==> src/rtl/uart_mem_loader.sv <==
// UART image loader: receives an 8N1 framed download and stores little-endian words to memory.
// Optional inter-byte timeout enabled by defining LOADER_TIMEOUT_EN.
module uart_mem_loader #(
  parameter int unsigned CLKS_PER_BIT   = 868,
  parameter logic [31:0] BASE_ADDR      = 32'h0000_0000,
  parameter int unsigned MAX_WORDS      = 4096,
  parameter int unsigned TIMEOUT_CYCLES = 10_000_000
) (
  input  logic        clk,
  input  logic        rst_n,
  input  logic        start,
  input  logic        uart_rx,
  output logic        MemWrite,
  output logic        MemRead,
  output logic [1:0]  length,
  output logic        sign,
  output logic [31:0] addr,
  output logic [31:0] din,
  output logic        busy,
  output logic        done,
  output logic        err,
  output logic [15:0] word_count
);

  localparam int unsigned CW = $clog2(CLKS_PER_BIT) + 1;
  localparam logic [CW-1:0] HALF_M1 = CW'(CLKS_PER_BIT / 2 - 1);
  localparam logic [CW-1:0] FULL_M1 = CW'(CLKS_PER_BIT - 1);

  typedef enum logic [1:0] {RX_IDLE, RX_START, RX_DATA, RX_STOP} rx_state_t;
  typedef enum logic [3:0] {
    S_IDLE, S_HDR, S_LEN_LO, S_LEN_HI, S_DATA, S_WRITE, S_CHK, S_DONE, S_ERR
  } state_t;

  logic          rx_s1, rx_s2, rx_prev;
  rx_state_t     rx_state, rx_state_nx;
  logic [CW-1:0] bit_cnt;
  logic [2:0]    bit_idx;
  logic [7:0]    rx_shift;
  logic          rx_valid, rx_ferr;

  state_t        state, state_nx;
  logic [7:0]    n_lo;
  logic [15:0]   n_words;
  logic [15:0]   n_full;
  logic [23:0]   word_sr;
  logic [1:0]    byte_idx;
  logic [7:0]    xor_acc;
  logic          timeout;

  assign MemRead  = 1'b0;
  assign length   = 2'b10;
  assign sign     = 1'b0;
  assign MemWrite = (state == S_WRITE);
  assign n_full   = {rx_shift, n_lo};

  always_ff @(posedge clk or negedge rst_n) begin
    if (!rst_n) begin
      rx_s1   <= 1'b1;
      rx_s2   <= 1'b1;
      rx_prev <= 1'b1;
    end else begin
      rx_s1   <= uart_rx;
      rx_s2   <= rx_s1;
      rx_prev <= rx_s2;
    end
  end

  always_ff @(posedge clk or negedge rst_n) begin
    if (!rst_n) rx_state <= RX_IDLE;
    else        rx_state <= rx_state_nx;
  end

  always_comb begin
    rx_state_nx = rx_state;
    unique case (rx_state)
      RX_IDLE:  if (rx_prev && !rx_s2) rx_state_nx = RX_START;
      RX_START: if (bit_cnt == HALF_M1) rx_state_nx = rx_s2 ? RX_IDLE : RX_DATA;
      RX_DATA:  if (bit_cnt == FULL_M1 && bit_idx == 3'd7) rx_state_nx = RX_STOP;
      RX_STOP:  if (bit_cnt == FULL_M1) rx_state_nx = RX_IDLE;
      default:  rx_state_nx = RX_IDLE;
    endcase
  end

  // After the half-bit start check, every later sample lands at mid-bit.
  always_ff @(posedge clk or negedge rst_n) begin
    if (!rst_n) begin
      bit_cnt  <= '0;
      bit_idx  <= '0;
      rx_shift <= '0;
      rx_valid <= 1'b0;
      rx_ferr  <= 1'b0;
    end else begin
      rx_valid <= 1'b0;
      rx_ferr  <= 1'b0;
      unique case (rx_state)
        RX_IDLE: begin
          bit_cnt <= '0;
          bit_idx <= '0;
        end
        RX_START: bit_cnt <= (bit_cnt == HALF_M1) ? '0 : bit_cnt + CW'(1);
        RX_DATA: begin
          if (bit_cnt == FULL_M1) begin
            bit_cnt  <= '0;
            rx_shift <= {rx_s2, rx_shift[7:1]};
            bit_idx  <= bit_idx + 3'd1;
          end else begin
            bit_cnt <= bit_cnt + CW'(1);
          end
        end
        RX_STOP: begin
          if (bit_cnt == FULL_M1) begin
            bit_cnt  <= '0;
            rx_valid <= rx_s2;
            rx_ferr  <= !rx_s2;
          end else begin
            bit_cnt <= bit_cnt + CW'(1);
          end
        end
        default: bit_cnt <= '0;
      endcase
    end
  end

`ifdef LOADER_TIMEOUT_EN
  logic [31:0] to_cnt;

  always_ff @(posedge clk or negedge rst_n) begin
    if (!rst_n)
      to_cnt <= '0;
    else if (rx_valid || !(state inside {S_LEN_LO, S_LEN_HI, S_DATA, S_CHK}))
      to_cnt <= '0;
    else
      to_cnt <= to_cnt + 32'd1;
  end

  assign timeout = (to_cnt >= TIMEOUT_CYCLES);
`else
  assign timeout = 1'b0;
`endif

  always_ff @(posedge clk or negedge rst_n) begin
    if (!rst_n) state <= S_IDLE;
    else        state <= state_nx;
  end

  always_comb begin
    state_nx = state;
    if ((state inside {S_HDR, S_LEN_LO, S_LEN_HI, S_DATA, S_WRITE, S_CHK}) &&
        (rx_ferr || timeout)) begin
      state_nx = S_ERR;
    end else begin
      unique case (state)
        S_IDLE:   if (start) state_nx = S_HDR;
        S_HDR:    if (rx_valid && rx_shift == 8'hA5) state_nx = S_LEN_LO;
        S_LEN_LO: if (rx_valid) state_nx = S_LEN_HI;
        S_LEN_HI: begin
          if (rx_valid) begin
            if ({16'h0, n_full} > MAX_WORDS) state_nx = S_ERR;
            else if (n_full == 16'd0)        state_nx = S_CHK;
            else                             state_nx = S_DATA;
          end
        end
        S_DATA:   if (rx_valid && byte_idx == 2'd3) state_nx = S_WRITE;
        S_WRITE:  state_nx = (word_count + 16'd1 == n_words) ? S_CHK : S_DATA;
        S_CHK:    if (rx_valid) state_nx = (rx_shift == xor_acc) ? S_DONE : S_ERR;
        S_DONE:   state_nx = S_IDLE;
        S_ERR:    state_nx = S_IDLE;
        default:  state_nx = S_IDLE;
      endcase
    end
  end

  always_ff @(posedge clk or negedge rst_n) begin
    if (!rst_n) begin
      busy       <= 1'b0;
      done       <= 1'b0;
      err        <= 1'b0;
      addr       <= BASE_ADDR;
      din        <= '0;
      word_count <= '0;
      n_lo       <= '0;
      n_words    <= '0;
      word_sr    <= '0;
      byte_idx   <= '0;
      xor_acc    <= '0;
    end else begin
      unique case (state)
        S_IDLE: begin
          if (start) begin
            busy       <= 1'b1;
            done       <= 1'b0;
            err        <= 1'b0;
            word_count <= '0;
            addr       <= BASE_ADDR;
            byte_idx   <= '0;
            xor_acc    <= '0;
          end
        end
        S_LEN_LO: if (rx_valid) n_lo <= rx_shift;
        S_LEN_HI: if (rx_valid) n_words <= n_full;
        S_DATA: begin
          if (rx_valid) begin
            word_sr  <= {rx_shift, word_sr[23:8]};
            byte_idx <= byte_idx + 2'd1;
            xor_acc  <= xor_acc ^ rx_shift;
            // din only changes when the completed word is about to be stored
            if (state_nx == S_WRITE) din <= {rx_shift, word_sr};
          end
        end
        S_WRITE: begin
          word_count <= word_count + 16'd1;
          addr       <= addr + 32'd4;
        end
        S_DONE: begin
          done <= 1'b1;
          busy <= 1'b0;
        end
        S_ERR: begin
          err  <= 1'b1;
          busy <= 1'b0;
        end
        default: ;
      endcase
    end
  end

endmodule

==> config.mk <==
export PLATFORM = sky130hd
export DESIGN_NAME = uart_mem_loader
export DESIGN_NICKNAME = d
export VERILOG_FILES = /design/src/rtl/uart_mem_loader.sv
export SDC_FILE = /design/constraint.sdc
export NUM_CORES = 1
export LEC_CHECK = 0
export CORE_MARGIN = 1
export CORE_UTILIZATION = 45
export DETAILED_ROUTE_END_ITERATION = 8
export PLACE_DENSITY = 0.73
export SLEW_MARGIN = 10
export SYNTH_ARGS = -nofsm -noshare
export SYNTH_HDL_FRONTEND = slang
export SYNTH_SLANG_ARGS = --single-unit
==> constraint.sdc <==
create_clock -name clk -period 6.82 [get_ports clk]
set_input_delay 1.023 -clock clk [delete_from_list [all_inputs] [get_ports clk]]
set_output_delay 1.023 -clock clk [all_outputs]
set_load 0.05 [all_outputs]
**Word level (Yosys, flattened, before mapping)**

Cells that the tools add are included.

- Logic and storage cells: 126
- Input bits: 4
- Register bits after elaboration: 174

- Multiplexer cells: 42
- Order comparisons: 1
- Equal/unequal tests: 26
- $add $sub $neg: 5
- Reductions and logical operators: 30
- Bitwise gates (word level): 1

Operators with widths:

| kind | number |
|---|---|
| 32-bit one-hot mux with 2 select lines | 1 |
| 4-bit 2-to-1 mux | 9 |
| 11-bit one-hot mux with 3 select lines | 1 |
| 32-bit by 3-bit adder with 32-bit output, second input constant | 1 |
| 32-bit 2-to-1 mux | 1 |
| 16-bit one-hot mux with 2 select lines | 1 |
| 4-bit one-hot mux with 7 select lines | 1 |
| 11-bit 2-to-1 mux | 2 |
| 4-bit by 3-bit == test with 1-bit output, second input constant | 5 |
| 2-bit 2-to-1 mux | 9 |
| 2-bit AND reduction | 9 |
| 16-bit by 1-bit adder with 16-bit output, second input constant | 1 |
| 16-bit == test | 1 |
| 16-bit by 13-bit greater-than comparator with 1-bit output, second input constant | 1 |
| 16-bit logical NOT | 1 |
| 16-bit 2-to-1 mux | 1 |
| 8-bit 2-to-1 mux | 2 |
| 8-bit one-hot mux with 2 select lines | 1 |
| 2-bit inequality test, second input constant | 7 |
| 2-bit nonzero test | 6 |
| 11-bit by 1-bit adder with 11-bit output, second input constant | 1 |
| 11-bit by 10-bit == test with 1-bit output, second input constant | 1 |
| 11-bit by 9-bit == test with 1-bit output, second input constant | 1 |
| 4-bit by 2-bit == test with 1-bit output, second input constant | 2 |
| other kinds (24) | 39 |

**Logic depth before layout (Yosys ltp)**

Gate-level depths: netlist of run 1.

- Depth after elaboration: 8
- Depth in mapped cells: 9
- Mapped depth without buffers: 7

**Worst setup path after synthesis of run 1**

OpenSTA, ideal clock, no wires.

- Kind: register to output
- From: register state[1]
- To: output MemWrite
- Required time: 5.797 ns
- Buffers on the path: 3
- Data arrival time: 1.792 ns
- Stages on the path, launching flop included: 7
- Setup slack: 4.005 ns
- Cell sequence: dfrtp_1 > buf_6 > and2b_2 > nand2_1 > inv_1 > clkbuf_1 > clkbuf_1

- Cells in the longest elaborated chain, start to end: 1

RTL lines:

| what | RTL line | text |
|---|---|---|
| from (decl) | 41 | `state_t state, state_nx;` |
| from (signal assigned) | 143 | `else state <= state_nx;` |
| 4-bit by 3-bit == test with 1-bit output | 53 | `assign MemWrite = (state == S_WRITE);` |
| to (decl) | 13 | `output logic MemWrite,` |

Every way passes these cells.

**Worst setup path in the final report of run 1**

Same ends and word-level chain as after synthesis.

==> impl_metrics.toml, run 1 <==
[timing]
setup_violations = 0
skew_ns = 0.00767
slew_headroom = 0.306
fin_crit_sh = 0.540
fin_crit_ns = 3.68
setup_ws_ns = 3.14
timing.setup.tns_ns = 0
worst_pin_slew_ns = 1.04
hold_violations = 0
rsz0062_at_grt = "no"
fmax_mhz = 271
drv_slew = 0

[logic_synthesis]
synth-seq-cells = 172
ys_warn_count = 0
synth_enable_flop_cells = 0
syn_area_per_cell_um2 = 10.6
synth_area_leader_cell = "dfrtp_1"
ys_seq_area_frac = 0.522
synth_top_flop_cell = "dfrtp_1"
netlist_area_um2 = 8260
synthTopCellsByArea = "dfrtp_1 51%, nand2_1 5.9%, mux2_4 5.5%"
yosysUniqueCellTypes = 65
synthArstFlopShare = 1.00
synthCells = 777
synth_top_area_frac = 0.512

[power]
swShare = 0.243
clock_power_share = 0.454
p_int_mw = 1.58
power.leakage_nw = 4.46
powerDensity_nw_per_um2 = 215
power_frac_seq = 0.503
max-vdd-ir-drop_mv = 0.189
p_sw_mw = 0.507
combPwrFrac = 0.043

[clock_network]
clock_path_buffers = 2
postCtsSetupBuffers = 0
cts_hold_buf = 0
cts-root-buf = "clkbuf_16"
clock_sinks = 172
cts-htree-levels = 4
clk_latency_ns = 0.43
clkTransAtPathRegs_ns = 0.07
cts_resized = 0
cts_tree = "done"
cts-buffers-inserted = 17

[setup_path]
crit_path_cell_trace = "and2b_2, nand2_1, buf_4, inv_1, clkdlybuf4s50_1"
critPathLaunchType = "flop"
crit_type = "reg2out"
cp_slowest_cell = "clkdlybuf4s50_1"
critPathMaxStageDelay_ns = 0.71
critPathMaxFanout = 40
cp_data_arrival_time_ns = 2.66
crit_family = "buffers and inverters"
reg2reg_from = "rx_shift[7]$_DFFE_PN0P_"
critical_path.endpoint_type = "output pin"
r2r_slack_ns = 3.79
r2r_cells = 6
reg2reg_to = "din[13]$_DFFE_PN0P_"
critical_path_required_ns = 5.80
cp_num_buf_inv = 3

[drt]
wl_per_cell_um = 16.4
first_pass_iters = 5
drt_wl_total_mm = 17.8
post_drt_via_cell_ratio = 5.60
postRouteAntennaNets = 0
vias = 6072
initialDrtViolationCount = 460
drc = 0

[place]
place_inst = 1053
place.gp.congestion = 0.810
post-dp-hpwl_mm = 11.5
place_area_um2 = 9130
post-place-ws_ns = 3.20
portBuffers = 85

[min_path]
worstHoldEndpoint = "rx_s2$_DFF_PN1_"
min_path_cells = 0
worst_hold_startpoint = "rx_s1$_DFF_PN1_"
hold_class = "reg2reg"

[cells_and_area]
n_fill_cell = 1554
areaGrowthSynthToFinish_pct = 17.5
final_nets = 854
layout-drive-gt1-share = 0.134
layoutNonFillerInstCount = 1085
antenna_cells = 0
finish.instance_area_um2 = 9700

[global_routing]
grt_pass1_wl_mm = 29.2
grt_use_total = 0.199
antenna_found_initial = 0
overflow = 0
grt_max_degree = 92
grt_pass1_vias = 5719

[floorplanning]
start_util = 0.460
die_w_um = 137
rows = 49
die-area_um2 = 18900
ioPinCount = 92
die_h_um = 137
core_area_um2 = 18000

[flow_run]
drv_cap = 0

[run_status]
status = "finished, final reports clean"
## state kept, by name, summed over array words and instances (netlist names), 2 cells and up
| register | count |
|---|---|
| word_sr | 24 |
| n_lo | 8 |
| xor_acc | 8 |
| rx_shift | 8 |
| bit_idx | 3 |
| word_count | 16 |
| bit_cnt | 11 |
| state | 4 |
| n_words | 16 |
| addr | 30 |
| byte_idx | 2 |
| din | 32 |
| rx_state | 2 |
## layout by cell type (no fill, tap or decap), types with 18 or more instances in the layout
cell	count
nor2_1	48
nand4_1	21
mux2_2	36
mux2_4	30
nand3_1	34
clkdlybuf4s50_1	84
and3_1	18
o21ai_0	66
dfrtp_1	169
nand2_1	130
xnor2_1	29
## metal layers
metal | track usage | routed length [um] | up-vias
li1 | - | - | 2874
met1 | 0.272 | 8080 | 3034
met2 | 0.313 | 8770 | 147
met3 | 0.0471 | 800 | 17
met4 | 0.0598 | 196 | 0
met5 | 0 | 0 | -
## power groups by stage
stage               combinational (mW)  clock [mW]  sequential (mW)
finish                          0.0893       0.947             1.05
global placement                0.0913           0             1.07
global route                     0.105        1.01             1.05
floorplan                       0.0550           0             1.06
detailed placement              0.0925           0             1.07
CTS                             0.0927       0.967             1.05
## how the worst max path moves through the flow
stage	endpoint	slack (ns)	depth (start not counted)	startpoint
finish	MemWrite	3.14	5	state[1]$_DFF_PN0_
global route	MemWrite	2.98	5	state[1]$_DFF_PN0_
CTS	MemWrite	3.14	5	state[1]$_DFF_PN0_
detailed placement	din[15]$_DFFE_PN0P_	3.20	7	start
global placement	din[23]$_DFFE_PN0P_	3.25	7	start
floorplan	MemWrite	4.01	6	state[1]$_DFF_PN0_
## cells by family after synthesis
family          after synthesis  share of synthesized area
simple gates                298                      0.173
flops                       172                      0.522
compound gates              130                     0.0963
mux                          75                      0.115
buf+inv                      55                     0.0433
xor+xnor                     38                     0.0403
fa+ha+maj                     7                     0.0106
other cells                   2                   0.000909
## area by class of cell
class | count | area, um^2 | area share
Clock buffer | 18 | 439 | 0.0453
Clock inverter | 14 | 135 | 0.0139
Inverter | 7 | 26.3 | 0.00271
Multi-Input combinational cell | 554 | 3610 | 0.372
Sequential cell | 172 | 4310 | 0.444
Tap cell | 229 | 287 | 0.0295
Timing Repair Buffer | 91 | 897 | 0.0925
## stage by stage
stage	utilization	power, mW	hold WS (ns)
finish	0.540	2.09	0.358
global route	0.540	2.16	0.368
CTS	0.540	2.11	0.358
detailed placement	0.508	1.16	0.349
global placement	0.508	1.16	0.347
floorplan	-	1.12	0.345
## synth_stat cells (all sizes together) (3+ instances only)
master and count:
and3 18, o211ai 3, clkbuf 27, a22o 6, xor2 9, nand4 22, mux2i 9, ha 7
nor4 5, dfrtp 169, and4 8, nand3 34, dfstp 3, buf 21, a21oi 13, a31oi 8
or3 5, xnor2 29, inv 7, and2 4, mux2 66, o31ai 12, nand2 130, nor2 48
nor3 6, o21ai 66
No activity file was read; power rests on OpenSTA's default activity.
==> inputs of run 2 (changes only) <==
==> constraint.sdc (replaced) <==
create_clock -name clk -period 3.4 [get_ports clk]
set_input_delay 0.51 -clock clk [delete_from_list [all_inputs] [get_ports clk]]
set_output_delay 0.51 -clock clk [all_outputs]
set_load 0.05 [all_outputs]
==> run 2 against run 1 <==
Compared with the run above:
- sequential share of layout area decreased by 0.38 points
- non-clock buffer count grew 8
- count of clock-buffer cells in the layout down 1
- first-iteration DRC count shrank 19%
- die area unchanged
- critical path depth up 2
- global-route usage increased by 0.12 points
- worst hold slack worse by 0.21 ns
- utilization increased by 0.47 points
- power rose by 100%
- largest cell class unchanged
==> impl_metrics.toml, run 2 (synthesis results as in run 1) <==
[power]
max-vdd-ir-drop_mv = 0.425
power.leakage_nw = 4.51
powerDensity_nw_per_um2 = 426

[global_routing]
grt_max_degree = 85
grt_pass1_vias = 5810
grt_use_total = 0.200
grt_pass1_wl_mm = 29.3
antenna_found_initial = 0
overflow = 0

[cells_and_area]
final_common_cell = "dfrtp_1"
layout-drive-gt1-share = 0.144
final_nets = 862
n_fill_cell = 1526
reg.largest.list = "din (32), addr (30), word_sr (24)"
largest_reg_flops = 32
antenna_cells = 0
final_cell_mix = "169 x dfrtp_1, 130 x nand2_1, 83 x clkdlybuf4s50_1"
areaGrowthSynthToFinish_pct = 18.5
top_register = "din"

[clock_network]
clock_path_buffers = 2
cts_resized = 0
cts-buffers-inserted = 17
cts_tree = "done"
clk_latency_ns = 0.44
clock_sinks = 172
postCtsSetupBuffers = 0
cts_hold_buf = 0
cts-htree-levels = 4
cts-root-buf = "clkbuf_16"
clkTransAtPathRegs_ns = 0.07

[drt]
post_drt_via_cell_ratio = 5.49
drc = 0
vias = 6000
wl_per_cell_um = 16.2
initialDrtViolationCount = 374
first_pass_iters = 5
postRouteAntennaNets = 0
drt_wl_total_mm = 17.8

[run_status]
status = "finished, final reports clean"

[setup_path]
cp_slowest_cell = "dfrtp_1"
crit_type = "reg2reg"
critPathMaxFanout = 32
critical_path.endpoint_type = "flop"
crit_family = "simple AND/OR/NAND/NOR gates"
cp_data_arrival_time_ns = 3.03
critPathLaunchType = "flop"
cp_num_buf_inv = 1
critPathMaxStageDelay_ns = 0.59
critical_path_required_ns = 3.72
crit_path_cell_trace = "nand4b_1, or4_1, a21oi_1, o31a_1, or3_2, buf_4, mux2_2"

[place]
post-place-ws_ns = 0.550
place.gp.congestion = 0.833
portBuffers = 85
post-dp-hpwl_mm = 11.8

[floorplanning]
die_w_um = 137
rows = 49
die_h_um = 137
ioPinCount = 92
core_area_um2 = 18000
die-area_um2 = 18900
start_util = 0.460

[timing]
skew_ns = 0.0205
fin_crit_ns = 2.71
fmax_mhz = 369
timing.setup.tns_ns = 0
drv_slew = 0
slew_headroom = 0.441
setup_ws_ns = 0.689
rsz0062_at_grt = "no"
hold_violations = 0
fin_crit_sh = 0.797
worst_pin_slew_ns = 0.836
setup_violations = 0

[min_path]
hold_class = "in2async"

[flow_run]
drv_cap = 0
## run 2: final cells by class
cell class | instances | area (um^2) | area share
Sequential cell | 172 | 4310 | 0.440
Clock inverter | 15 | 150 | 0.0153
Inverter | 7 | 26.3 | 0.00268
Clock buffer | 17 | 425 | 0.0435
Timing Repair Buffer | 99 | 980 | 0.100
Multi-Input combinational cell | 554 | 3610 | 0.369
Tap cell | 229 | 287 | 0.0293
## run 2: worst register-to-register path, cell delays in order, from the launching register on
cell and delay (ns):
dfrtp_1 0.59, nand4b_1 0.17, or4_1 0.52, a21oi_1 0.16
o31a_1 0.15, or3_2 0.11, buf_4 0.48, mux2_2 0.42
## run 2: power breakdown
part,total [mW],internal [mW],switching [mW]
sequential,2.10,2.07,0.0302
combinational,0.183,0.0527,0.131
clock,1.89,0.978,0.910
total,4.17,3.10,1.07
## run 2: path summary, 6_finish.rpt
kind / end / start / slack [ns] / depth (start not counted)
max: din[13]$_DFFE_PN0P_ / rx_valid$_DFF_PN0_ / 0.69 / 7
min: word_sr[5]$_DFFE_PN0P_ / rst_n / 0.14 / 1
max reg2reg: din[13]$_DFFE_PN0P_ / rx_valid$_DFF_PN0_ / 0.69 / 7
min reg2reg: rx_s2$_DFF_PN1_ / rx_s1$_DFF_PN1_ / 0.36 / 0
max in group asynchronous: addr[31]$_DFFE_PN0P_ / rst_n / 2.38 / 2
min in group clk: rx_s2$_DFF_PN1_ / rx_s1$_DFF_PN1_ / 0.36 / 0
## run 2: layer usage
layer / global-route usage / up-vias / part of all wire
li1: - / 2894 / -
met1: 0.277 / 2969 / 0.47
met2: 0.314 / 124 / 0.48
met3: 0.0408 / 13 / 0.036
met4: 0.0641 / 0 / 0.010
met5: 0 / - / 0
## run 2: through the flow
stage / util / hold WS [ns] / instances / area (um^2) / total power, mW
floorplan: - / 0.214 / 781 / 8280 / 2.25
global placement: 0.513 / 0.346 / 1061 / 9210 / 2.32
detailed placement: 0.513 / 0.347 / 1061 / 9210 / 2.33
CTS: 0.545 / 0.161 / 1093 / 9790 / 4.22
global route: 0.545 / 0.206 / 1093 / 9790 / 4.32
finish: 0.545 / 0.145 / 1093 / 9790 / 4.17
==> inputs of run 3 (changes only) <==
==> constraint.sdc (replaced) <==
create_clock -name clk -period 2.5 [get_ports clk]
set_input_delay 0.375 -clock clk [delete_from_list [all_inputs] [get_ports clk]]
set_output_delay 0.375 -clock clk [all_outputs]
set_load 0.05 [all_outputs]
==> run 3 against run 2 <==
Compared with the run above:
- power rose by 35%
- count of clock-buffer cells in the layout rose by 1
- sequential share of layout area fell by 0.81 points
- die area did not move
- clock power rose by 33%
- utilization rose by 1.0 points
- non-clock buffer count rose by 23
- cell count rose by 2.1%
- design area rose by 1.9%
- critical endpoint is now MemWrite
- largest cell class unchanged
- largest power group unchanged
==> impl_metrics.toml, run 3 (synthesis results as in run 1) <==
[run_status]
status = "finished, final reports clean"

[global_routing]
overflow = 0
grt_use_total = 0.199
antenna_found_initial = 0
grt_pass1_wl_mm = 29.3
grt_max_degree = 61
grt_pass1_vias = 5828

[cells_and_area]
layoutNonFillerInstCount = 1116
layout-drive-gt1-share = 0.166
top_register = "din"
final_nets = 885
final_cell_mix = "169 x dfrtp_1, 130 x nand2_1, 83 x clkdlybuf4s50_1"
final_common_cell = "dfrtp_1"
reg.largest.list = "din (32), addr (30), word_sr (24)"
largest_reg_flops = 32
n_fill_cell = 1525
antenna_cells = 0
areaGrowthSynthToFinish_pct = 20.7

[setup_path]
critPathMaxFanout = 13
crit_path_start = "state[3]$_DFF_PN0_"
reg2reg_from = "word_count[0]$_DFFE_PN0P_"
cp_slowest_cell = "dfrtp_1"
r2r_slack_ns = 0.18
cp_data_arrival_time_ns = 1.97
critPathLaunchType = "flop"
critical_path_required_ns = 2.12
crit_type = "reg2out"
cp-endpoint = "MemWrite"
crit_path_cell_trace = "and2b_2, nand2_1, inv_1, buf_4, buf_12"
critical_path.endpoint_type = "output pin"
reg2reg_to = "state[1]$_DFF_PN0_"
critPathMaxStageDelay_ns = 0.45
r2r_cells = 7

[clock_network]
clkTransAtPathRegs_ns = 0.07
cts_tree = "done"
clock_sinks = 172
cts-buffers-inserted = 17
postCtsSetupBuffers = 0
cts-root-buf = "clkbuf_16"
cts-htree-levels = 4
clock_path_buffers = 2
clk_latency_ns = 0.43

[flow_run]
drv_cap = 0

[power]
max-vdd-ir-drop_mv = 0.547
power.leakage_nw = 4.63
design_power_total_mw = 5.64
powerDensity_nw_per_um2 = 566

[floorplanning]
die-area_um2 = 18900
rows = 49
start_util = 0.460
die_h_um = 137
core_area_um2 = 18000
die_w_um = 137
ioPinCount = 92

[drt]
vias = 6069
first_pass_iters = 5
post_drt_via_cell_ratio = 5.44
wl_per_cell_um = 15.9
initialDrtViolationCount = 370
drt_wl_total_mm = 17.8
drc = 0
postRouteAntennaNets = 0

[timing]
drv_slew = 0
fin_crit_sh = 0.936
hold_violations = 0
setup_violations = 0
worst_pin_slew_ns = 0.601
fmax_mhz = 427
whs_ns = 0.341
skew_ns = 0.00936
slew_headroom = 0.598
fin_crit_ns = 2.34

[place]
place.gp.congestion = 0.870
post-dp-hpwl_mm = 12.0
portBuffers = 85
place_inst = 1083

[min_path]
hold_class = "in2reg"
-- run 3: power by group --
part	total [mW]	leakage (nW)	internal (mW)	switching, mW
Combinational	0.257	2.24	0.0761	0.181
Clock	2.52	0.276	1.34	1.18
Sequential	2.86	2.12	2.82	0.0396
Total	5.64	4.63	4.23	1.40
-- run 3: timing repair --
item,in CTS,in global routing
setup endpoints to repair,0,1
gates resized for setup,0,2
hold buffers,1,0
hold endpoints to repair,55,0
-- run 3: per-layer routing --
metal | part of all wire | GRT usage
met5 | 0 | 0
met4 | 0.016 | 0.0702
met3 | 0.033 | 0.0313
met2 | 0.47 | 0.307
met1 | 0.48 | 0.284
-- run 3: final cells by class --
cell class | instances | area, um^2 | share of cell area
multi-input cells | 554 | 3620 | 0.363
flip-flops and latches | 172 | 4310 | 0.432
clock buffers | 18 | 439 | 0.0440
inverters | 7 | 26.3 | 0.00264
repair buffers | 122 | 1170 | 0.117
clock inverters | 14 | 126 | 0.0127
well taps | 229 | 287 | 0.0287
-- run 3: worst min-delay path by stage --
stage | slack (ns) | startpoint | endpoint | depth (start not counted)
finish | 0.34 | uart_rx | rx_s1$_DFF_PN1_ | 1
global route | 0.35 | uart_rx | rx_s1$_DFF_PN1_ | 1
CTS | 0.33 | uart_rx | rx_s1$_DFF_PN1_ | 1
detailed placement | 0.35 | rx_s1$_DFF_PN1_ | rx_s2$_DFF_PN1_ | 0
global placement | 0.35 | rx_s1$_DFF_PN1_ | rx_s2$_DFF_PN1_ | 0
floorplan | 0.08 | rst_n | addr[10]$_DFFE_PN0P_ | 0
-- run 3: critical path, delay by kind of cell (launching register included) --
kind | cells | cell delay (ns)
and+or+nand+nor | 2 | 0.53
buffers and inverters | 3 | 0.54
DFF | 1 | 0.45
-- run 3: stage by stage --
step | util | TNS, ns | setup slack [ns] | area, um^2
2_1_floorplan | - | 0 | 0.0819 | 8280
3_5_place_dp | 0.523 | -0.616 | -0.0268 | 9390
5_1_grt | 0.555 | -0.0447 | -0.0447 | 9970
6_report | 0.555 | 0 | 0.159 | 9970
4_1_cts | 0.555 | 0 | 0.120 | 9960
3_3_place_gp | 0.523 | -1.03 | -0.0377 | 9390
